$ cat src/rtl/wb_trace_pkg.sv
// Shared types for the writeback trace buffer.
// WB_TRACE_TIMESTAMP_EN adds a 32-bit cycle stamp to every entry.
package wb_trace_pkg;

  localparam int unsigned OVF_W      = 16;
  localparam int unsigned ENTRY_XLEN = 32;
  localparam int unsigned ENTRY_RA_W = 5;
  localparam int unsigned STAMP_W    = 32;

  typedef enum logic {
    TRACE_STOP = 1'b0,
    TRACE_RING = 1'b1
  } trace_mode_e;

  typedef struct packed {
    logic [ENTRY_XLEN-1:0] inst;
    logic [ENTRY_RA_W-1:0] addr;
    logic [ENTRY_XLEN-1:0] data;
`ifdef WB_TRACE_TIMESTAMP_EN
    logic [STAMP_W-1:0]    stamp;
`endif
  } entry_t;

endpackage

$ cat src/rtl/wb_trace_mem.sv
// Trace entry storage: DEPTH x entry_t, one write port, one combinational read port.
module wb_trace_mem
  import wb_trace_pkg::*;
#(
  parameter int unsigned DEPTH = 16,
  parameter int unsigned AW    = $clog2(DEPTH)
) (
  input  logic          clk,
  input  logic          we,
  input  logic [AW-1:0] waddr,
  input  entry_t        wdata,
  input  logic [AW-1:0] raddr,
  output entry_t        rdata
);

  entry_t mem [DEPTH];

  always_ff @(posedge clk) begin
    if (we) begin
      mem[waddr] <= wdata;
    end
  end

  assign rdata = mem[raddr];

endmodule

$ cat src/rtl/wb_trace_buffer.sv
// Writeback trace FIFO with STOP/RING overflow policy and saturating drop counter.
// Optional WB_TRACE_TIMESTAMP_EN stamps each entry with a free-running cycle count.
module wb_trace_buffer
  import wb_trace_pkg::*;
#(
  parameter int unsigned XLEN  = 32,
  parameter int unsigned DEPTH = 16,
  parameter int unsigned RA_W  = 5
) (
  input  logic                     clk,
  input  logic                     rst,
  input  logic                     clear,
  input  logic                     cap_en,
  input  logic                     mode,
  input  logic                     wb_we,
  input  logic [RA_W-1:0]          wb_addr,
  input  logic [XLEN-1:0]          wb_data,
  input  logic [XLEN-1:0]          wb_inst,
  output logic                     rd_valid,
  input  logic                     rd_ready,
  output entry_t                   rd_entry,
  output logic [$clog2(DEPTH):0]   count,
  output logic [OVF_W-1:0]         ovf_cnt
);

  localparam int unsigned PTR_W = $clog2(DEPTH);
  localparam int unsigned CNT_W = PTR_W + 1;

  logic [PTR_W-1:0] wr_ptr, wr_ptr_n;
  logic [PTR_W-1:0] rd_ptr, rd_ptr_n;
  logic [CNT_W-1:0] count_q, count_n;
  logic [OVF_W-1:0] ovf_q, ovf_n;
  logic             push_req, pop, full, mem_we;
  trace_mode_e      mode_e;
  entry_t           wr_entry;

  always_comb begin
    mode_e   = trace_mode_e'(mode);
    push_req = cap_en && wb_we && (wb_addr != '0);
    full     = (count_q == CNT_W'(DEPTH));
    pop      = (count_q != '0) && rd_ready;
    wr_ptr_n = wr_ptr;
    rd_ptr_n = rd_ptr;
    count_n  = count_q;
    ovf_n    = ovf_q;
    mem_we   = 1'b0;
    if (clear) begin
      wr_ptr_n = '0;
      rd_ptr_n = '0;
      count_n  = '0;
      ovf_n    = '0;
    end else begin
      if (pop) begin
        rd_ptr_n = rd_ptr + PTR_W'(1);
      end
      if (push_req) begin
        // Full with a same-cycle pop: the write lands in the slot being vacated.
        if (!full || pop) begin
          mem_we   = 1'b1;
          wr_ptr_n = wr_ptr + PTR_W'(1);
          if (!pop) begin
            count_n = count_q + CNT_W'(1);
          end
        end else begin
          if (ovf_q != '1) begin
            ovf_n = ovf_q + OVF_W'(1);
          end
          if (mode_e == TRACE_RING) begin
            mem_we   = 1'b1;
            wr_ptr_n = wr_ptr + PTR_W'(1);
            rd_ptr_n = rd_ptr + PTR_W'(1);
          end
        end
      end else if (pop) begin
        count_n = count_q - CNT_W'(1);
      end
    end
  end

  always_ff @(posedge clk or negedge rst) begin
    if (!rst) begin
      wr_ptr  <= '0;
      rd_ptr  <= '0;
      count_q <= '0;
      ovf_q   <= '0;
    end else begin
      wr_ptr  <= wr_ptr_n;
      rd_ptr  <= rd_ptr_n;
      count_q <= count_n;
      ovf_q   <= ovf_n;
    end
  end

`ifdef WB_TRACE_TIMESTAMP_EN
  logic [STAMP_W-1:0] stamp_q;

  always_ff @(posedge clk or negedge rst) begin
    if (!rst) begin
      stamp_q <= '0;
    end else begin
      stamp_q <= stamp_q + STAMP_W'(1);
    end
  end
`endif

  always_comb begin
    wr_entry       = '0;
    wr_entry.inst  = wb_inst;
    wr_entry.addr  = wb_addr;
    wr_entry.data  = wb_data;
`ifdef WB_TRACE_TIMESTAMP_EN
    wr_entry.stamp = stamp_q;
`endif
  end

  wb_trace_mem #(
    .DEPTH (DEPTH),
    .AW    (PTR_W)
  ) u_mem (
    .clk   (clk),
    .we    (mem_we),
    .waddr (wr_ptr),
    .wdata (wr_entry),
    .raddr (rd_ptr),
    .rdata (rd_entry)
  );

  assign rd_valid = (count_q != '0);
  assign count    = count_q;
  assign ovf_cnt  = ovf_q;

endmodule
$ cat config.mk
export PLATFORM = sky130hd
export DESIGN_NAME = wb_trace_buffer
export DESIGN_NICKNAME = d
export VERILOG_FILES = /design/src/rtl/wb_trace_pkg.sv /design/src/rtl/wb_trace_mem.sv /design/src/rtl/wb_trace_buffer.sv
export SDC_FILE = /design/constraint.sdc
export NUM_CORES = 1
export LEC_CHECK = 0
export ABC_AREA = 1
export CAP_MARGIN = 20
export CORE_ASPECT_RATIO = 1.2
export CORE_MARGIN = 1.5
export CORE_UTILIZATION = 35
export DETAILED_ROUTE_END_ITERATION = 7
export PLACE_DENSITY_LB_ADDON = 0.3
export SYNTH_ARGS = -nofsm -noshare
export SYNTH_HDL_FRONTEND = slang
export SYNTH_HIERARCHICAL = 1
export SYNTH_SLANG_ARGS = --single-unit
$ cat constraint.sdc
create_clock -name clk -period 4.3 [get_ports clk]
set_input_delay 0.86 -clock clk [delete_from_list [all_inputs] [get_ports clk]]
set_output_delay 0.86 -clock clk [all_outputs]
set_load 0.02 [all_outputs]
---- Word-level counts from Yosys, hierarchy flattened ----
Memories as Yosys holds them, arrays and structs flattened.
Index checks and enable logic that the tools add are counted.
Widths: inputs -> output; s select.
storage, ports and cells
  register bits after elaboration ......... 29
  bits in latches ......................... 0
  bits in writable memories ............... 1104
  ROM bits ................................ 0
  bits of input ports ..................... 76
  memories ................................ 1
memories
  name       words  width  rd ports  clocked after Yosys merged registers in  wr ports  line                RTL
  u_mem.mem  16     69     1         0                                        1         wb_trace_mem.sv:16  entry_t mem [DEPTH];
operators by class
  add/subtract/negate cells ............... 5
  multipliers ............................. 0
  div/mod/pow operators ................... 0
  magnitude comparators ................... 0
  equality and inequality tests ........... 5
  shift operators ......................... 0
  muxes and demuxes ....................... 24
  bitwise operators ....................... 0
  reduce and logical (&&, ||, !) cells .... 14
operator list
  cell                   number
  $mux 16                4
  $mux 4                 9
  $mux 5                 5
  $add 16x1->16 const B  1
  $ne 16x16->1 const B   1
  $reduce_bool 5->1      2
  $add 4x1->4 const B    2
  $mux 1                 6
  $reduce_and 3->1       2
  $reduce_bool 3->1      2
  $add 5x1->5 const B    1
  $eq 5x5->1 const B     1
  $sub 5x1->5 const B    1
  $reduce_bool 2->1      2
  $logic_and 1x1->1      3
  $ne 3x2->1 const B     1
  $ne 3x3->1 const B     1
  $ne 2x2->1 const B     1
  $reduce_and 2->1       1
  $logic_not 1->1        1
  $logic_or 1x1->1       1

---- Longest topological paths before layout ----
  word-level depth ........................ 8
  depth in mapped cells ................... 11
  depth with buffers taken out ............ 11

---- Modules after synthesis ----
Netlist, hierarchy kept.
modules (own cells, without submodules)
  module           instances  cells each  area an instance (um2)
  wb_trace_mem     1          4469        47287.9
  wb_trace_buffer  1          285         2009.4

---- Worst setup path before layout ----
Ideal clock, no wire load.
  path type ............................... input to register
  start point ............................. in wb_addr[3]
  end point ............................... mem u_mem/mem[12][0] in the netlist's numbering (enable)
  arrival ................................. 4799 ps
  data required time ...................... 3803 ps
  path slack .............................. -996 ps
  stages .................................. 8
  path buffers ............................ 0
  cells stage by stage .................... nor2_1 > nand3b_1 > nand2_1 > inv_1 > o21ai_1 > nor2_1 > nand3_1 > nor2_1
between the ends
  word-level cells in the longest chain between the ends .. 6
RTL lines
  what                          line                   RTL
  start: declaration            wb_trace_buffer.sv:16  input logic [RA_W-1:0] wb_addr,
  $reduce_bool 5->1             wb_trace_buffer.sv:39  push_req = cap_en && wb_we && (wb_addr != '0);
  $logic_and 1x1->1             wb_trace_buffer.sv:39
  $mux 1                        wb_trace_buffer.sv:56  if (push_req) begin
  $mux 1                        wb_trace_buffer.sv:47  if (clear) begin
  net mem_we                    wb_trace_buffer.sv:33  logic push_req, pop, full, mem_we;
  $mux 1                        wb_trace_mem.sv:19     if (we) begin
  $mux 1 (implied by the code)  wb_trace_mem.sv:20     mem[waddr] <= wdata;
  end: declaration              wb_trace_mem.sv:16
The timed path passes the listed nets, and every way through them passes these cells.

==> run_results.csv <==
group,metric,value,unit
outcome,status,"finished clean",
worst_setup_path,start_kind,"register",
yosys,synth.area.top_cells,"edfxtp_1 67%, nand2_1 12%, nand3_1 8.7%",
clock_tree,cts_tree,"yes",
detailed_routing,firstDrtPassIters,5,
global_route,grt_pass1_vias,31564,
pwr,power.leakage,23.73,nW
sta,hold_slack,0.5250,ns
worst_setup_path,worstPathRequired,3.44,ns
sta,drv_slew,0,
clock_tree,insertion_delay,0.74,ns
yosys,netlist.area_leader.share,67.25,%
placed_design,pre_cts_ws,0.4082,ns
clock_tree,clk_path_buf_depth,3,
worst_setup_path,cp_max_fo,55,
detailed_routing,drt-initial-drc-count,2406,
sta,fin_skew,0.03064,ns
layout,finalNetCount,4977,
sta,setup_slack,0.1529,ns
floorplanning,dieArea,143100,um^2
sta,worst_pin_slew,0.8860,ns
yosys,synth_edf_count,1104,
detailed_routing,drc,0,
yosys,syn_nets,4838,
layout,postLayoutCellArea,57150,um^2
clock_tree,cts.clk_slew.worst_paths,0.06,ns
sta,maxSlewHeadroom,40.87,%
yosys,netlist_instances,4754,
layout,area_growth,15.92,%
placed_design,postPlaceCellArea,53340,um^2
yosys,synth-async-reset-ratio,2.560,%
layout,utilization,40.93,%
global_route,grt_max_degree,155,
detailed_routing,viasPerCell,4.800,
clock_tree,clock_sinks,1133,
yosys,synthFlopType,"edfxtp_1",
sta,rsz0062_at_grt,"false",
sta,fmax,0.2411,GHz
yosys,yosys.area.top_type,"edfxtp_1",
layout,drive_gt1_share,6.056,%
placed_design,hpwl,68000,um
global_route,antenna_found_initial,5,
yosys,synth_seq_cells,1133,
worst_setup_path,critical_path_arrival,3.29,ns
global_route,grtUsageTotal,17.58,%
placed_design,gp_congestion,0.7508,
detailed_routing,wl_per_cell,18.76,um
clock_tree,cts_buffers,111,
yosys,synth_cell_types,34,
floorplanning,rows,150,
worst_setup_path,critical_path_class,"register to primary output",
global_route,overflow,0,
sta,setup_viol,0,
pwr,peakVddDrop,0.3416,mV
floorplanning,coreArea,139600,um^2
run,max-cap-violations,0,
detailed_routing,num_vias,32702,
clock_tree,cts_hold_buf,0,
layout,fillers,13197,
global_route,grt_pass1_wl,193400,um
floorplanning,die_height,414.1,um
pwr,power_density,512.7,nW/um^2
yosys,ys.warnings.count,6,
yosys,ys_seq_area_share,68.72,%
detailed_routing,drt_wl_total,127800,um
detailed_routing,drtAntennaViolNets,0,
floorplanning,ios,167,
clock_tree,root_buffer,"clkbuf_16",
worst_setup_path,ff2ff_setup_slack,1.63,ns
sta,post-route-period-util,96.44,%
placed_design,io_buffers,166,
yosys,syn_area_per_cell,10.37,um^2
floorplanning,start_util,35.30,%
yosys,syn_area,49300,um^2
floorplanning,die_w,345.6,um
worst_setup_path,cp-end-kind,"primary output",
sta,finalHoldViolations,0,
clock_tree,h-tree-depth,3,
sta,fin_crit,4.147,ns
hold_path,hold_path.class,"input port to asynchronous set/reset pin",
==> Yosys cell counts, types with 3 or more instances <==
cell type  count
a21oi_1        3
buf_1         17
buf_2        120
buf_4         11
buf_6         37
clkbuf_1      48
dfrtp_1       29
edfxtp_1    1104
ha_1           7
inv_1        859
inv_2          3
nand2_1     1557
nand2_2        4
nand3_1      857
nand3b_1       3
nand4_1        6
nor2_1        45
nor2_2         3
o21ai_0        8
o21ai_1        4
o21ai_2        5
xor2_1        12
==> path summary, 6_finish.rpt <==
path                                          end       start  depth (start not counted)
worst max-delay path                 rd_entry[30]   rd_ptr[1]                          8
worst min-delay path                   ovf_cnt[1]         rst                          2
worst max register to register  u_mem/mem[15][66]    count[1]                          8
worst min register to register         ovf_cnt[1]  ovf_cnt[1]                          2
max in group asynchronous               rd_ptr[0]         rst                          2
min in group clk                       ovf_cnt[1]  ovf_cnt[1]                          2
==> area by class of cell <==
class                   count  area [um^2]  area share, %
inverters                 863         3286          5.749
clock inverters            72        814.5          1.425
multi-input cells        2524        10940          19.15
repair buffers            260         3028          5.298
flip-flops and latches   1133        33890          59.31
well taps                1824         2282          3.994
diodes                      2        5.005       0.008758
clock buffers             135         2898          5.071
==> critical path: stages, from the launching register on <==
cell and delay [ns]:
dfrtp_4 0.49, buf_4 0.16, clkinv_8 0.25, buf_12 0.36
nand3_1 0.12, nand3_1 0.10, nand3_1 0.08, nand2_1 0.25
clkdlybuf4s50_1 0.67
==> cell usage in the layout (no fill, tap or decap), drive strengths merged, types with 2 or more instances in the layout <==
cell	count
a21oi	3
buf	95
bufinv	13
clkbuf	136
clkdlybuf4s50	164
clkinv	48
clkinvlp	9
dfrtp	29
diode	2
edfxtp	1104
ha	7
inv	865
nand2	1562
nand3	859
nand3b	3
nand4	6
nor2	49
o21ai	17
xor2	12
==> power by group <==
part,switching [mW],internal [mW]
Clock,4.27,5.61
Sequential,0.119,12.2
Combinational,4.71,2.39
==> metrics by stage <==
step / total power, mW / std cells / TNS (ns)
global placement: 19.62 / 6600 / 0
global route: 30.58 / 6812 / 0
floorplan: 16.82 / 4754 / -1086.80
finish: 29.30 / 6813 / 0
detailed placement: 19.66 / 6600 / 0
CTS: 29.56 / 6807 / 0
==> timing repair <==
item	4_1_cts	5_1_grt
setup endpoints to repair	12	23
cloned	0	1
resized for setup	1	7
setup buffers	0	3
==> registers in the layout, summed over array words and instances, names as in the netlist <==
register	cells
u_mem/mem	1104
ovf_cnt	16
count	5
rd_ptr	4
wr_ptr	4
==> kinds of logic (layout without fill, tap and decap cells) <==
family                     Yosys count  count (layout)  share of synthesized area, %
AOI/OAI and AO/OA                   21              21                        0.2563
other                                0               2                             0
xor gates and xnor gates            13              13                        0.2310
buffers and inverters             1097            1330                         9.327
and+or+nand+nor                   2482            2482                         21.25
adders and majority gates            8               8                        0.2183
DFF                               1133            1133                         68.72
==> per-layer routing <==
metal,global-route usage (%),share of wire (%)
met3,2.355,5.4
met5,0,0.0063
met2,29.78,49
met1,23.11,43
met4,6.112,2.9
No activity file was read; power rests on OpenSTA's default activity.
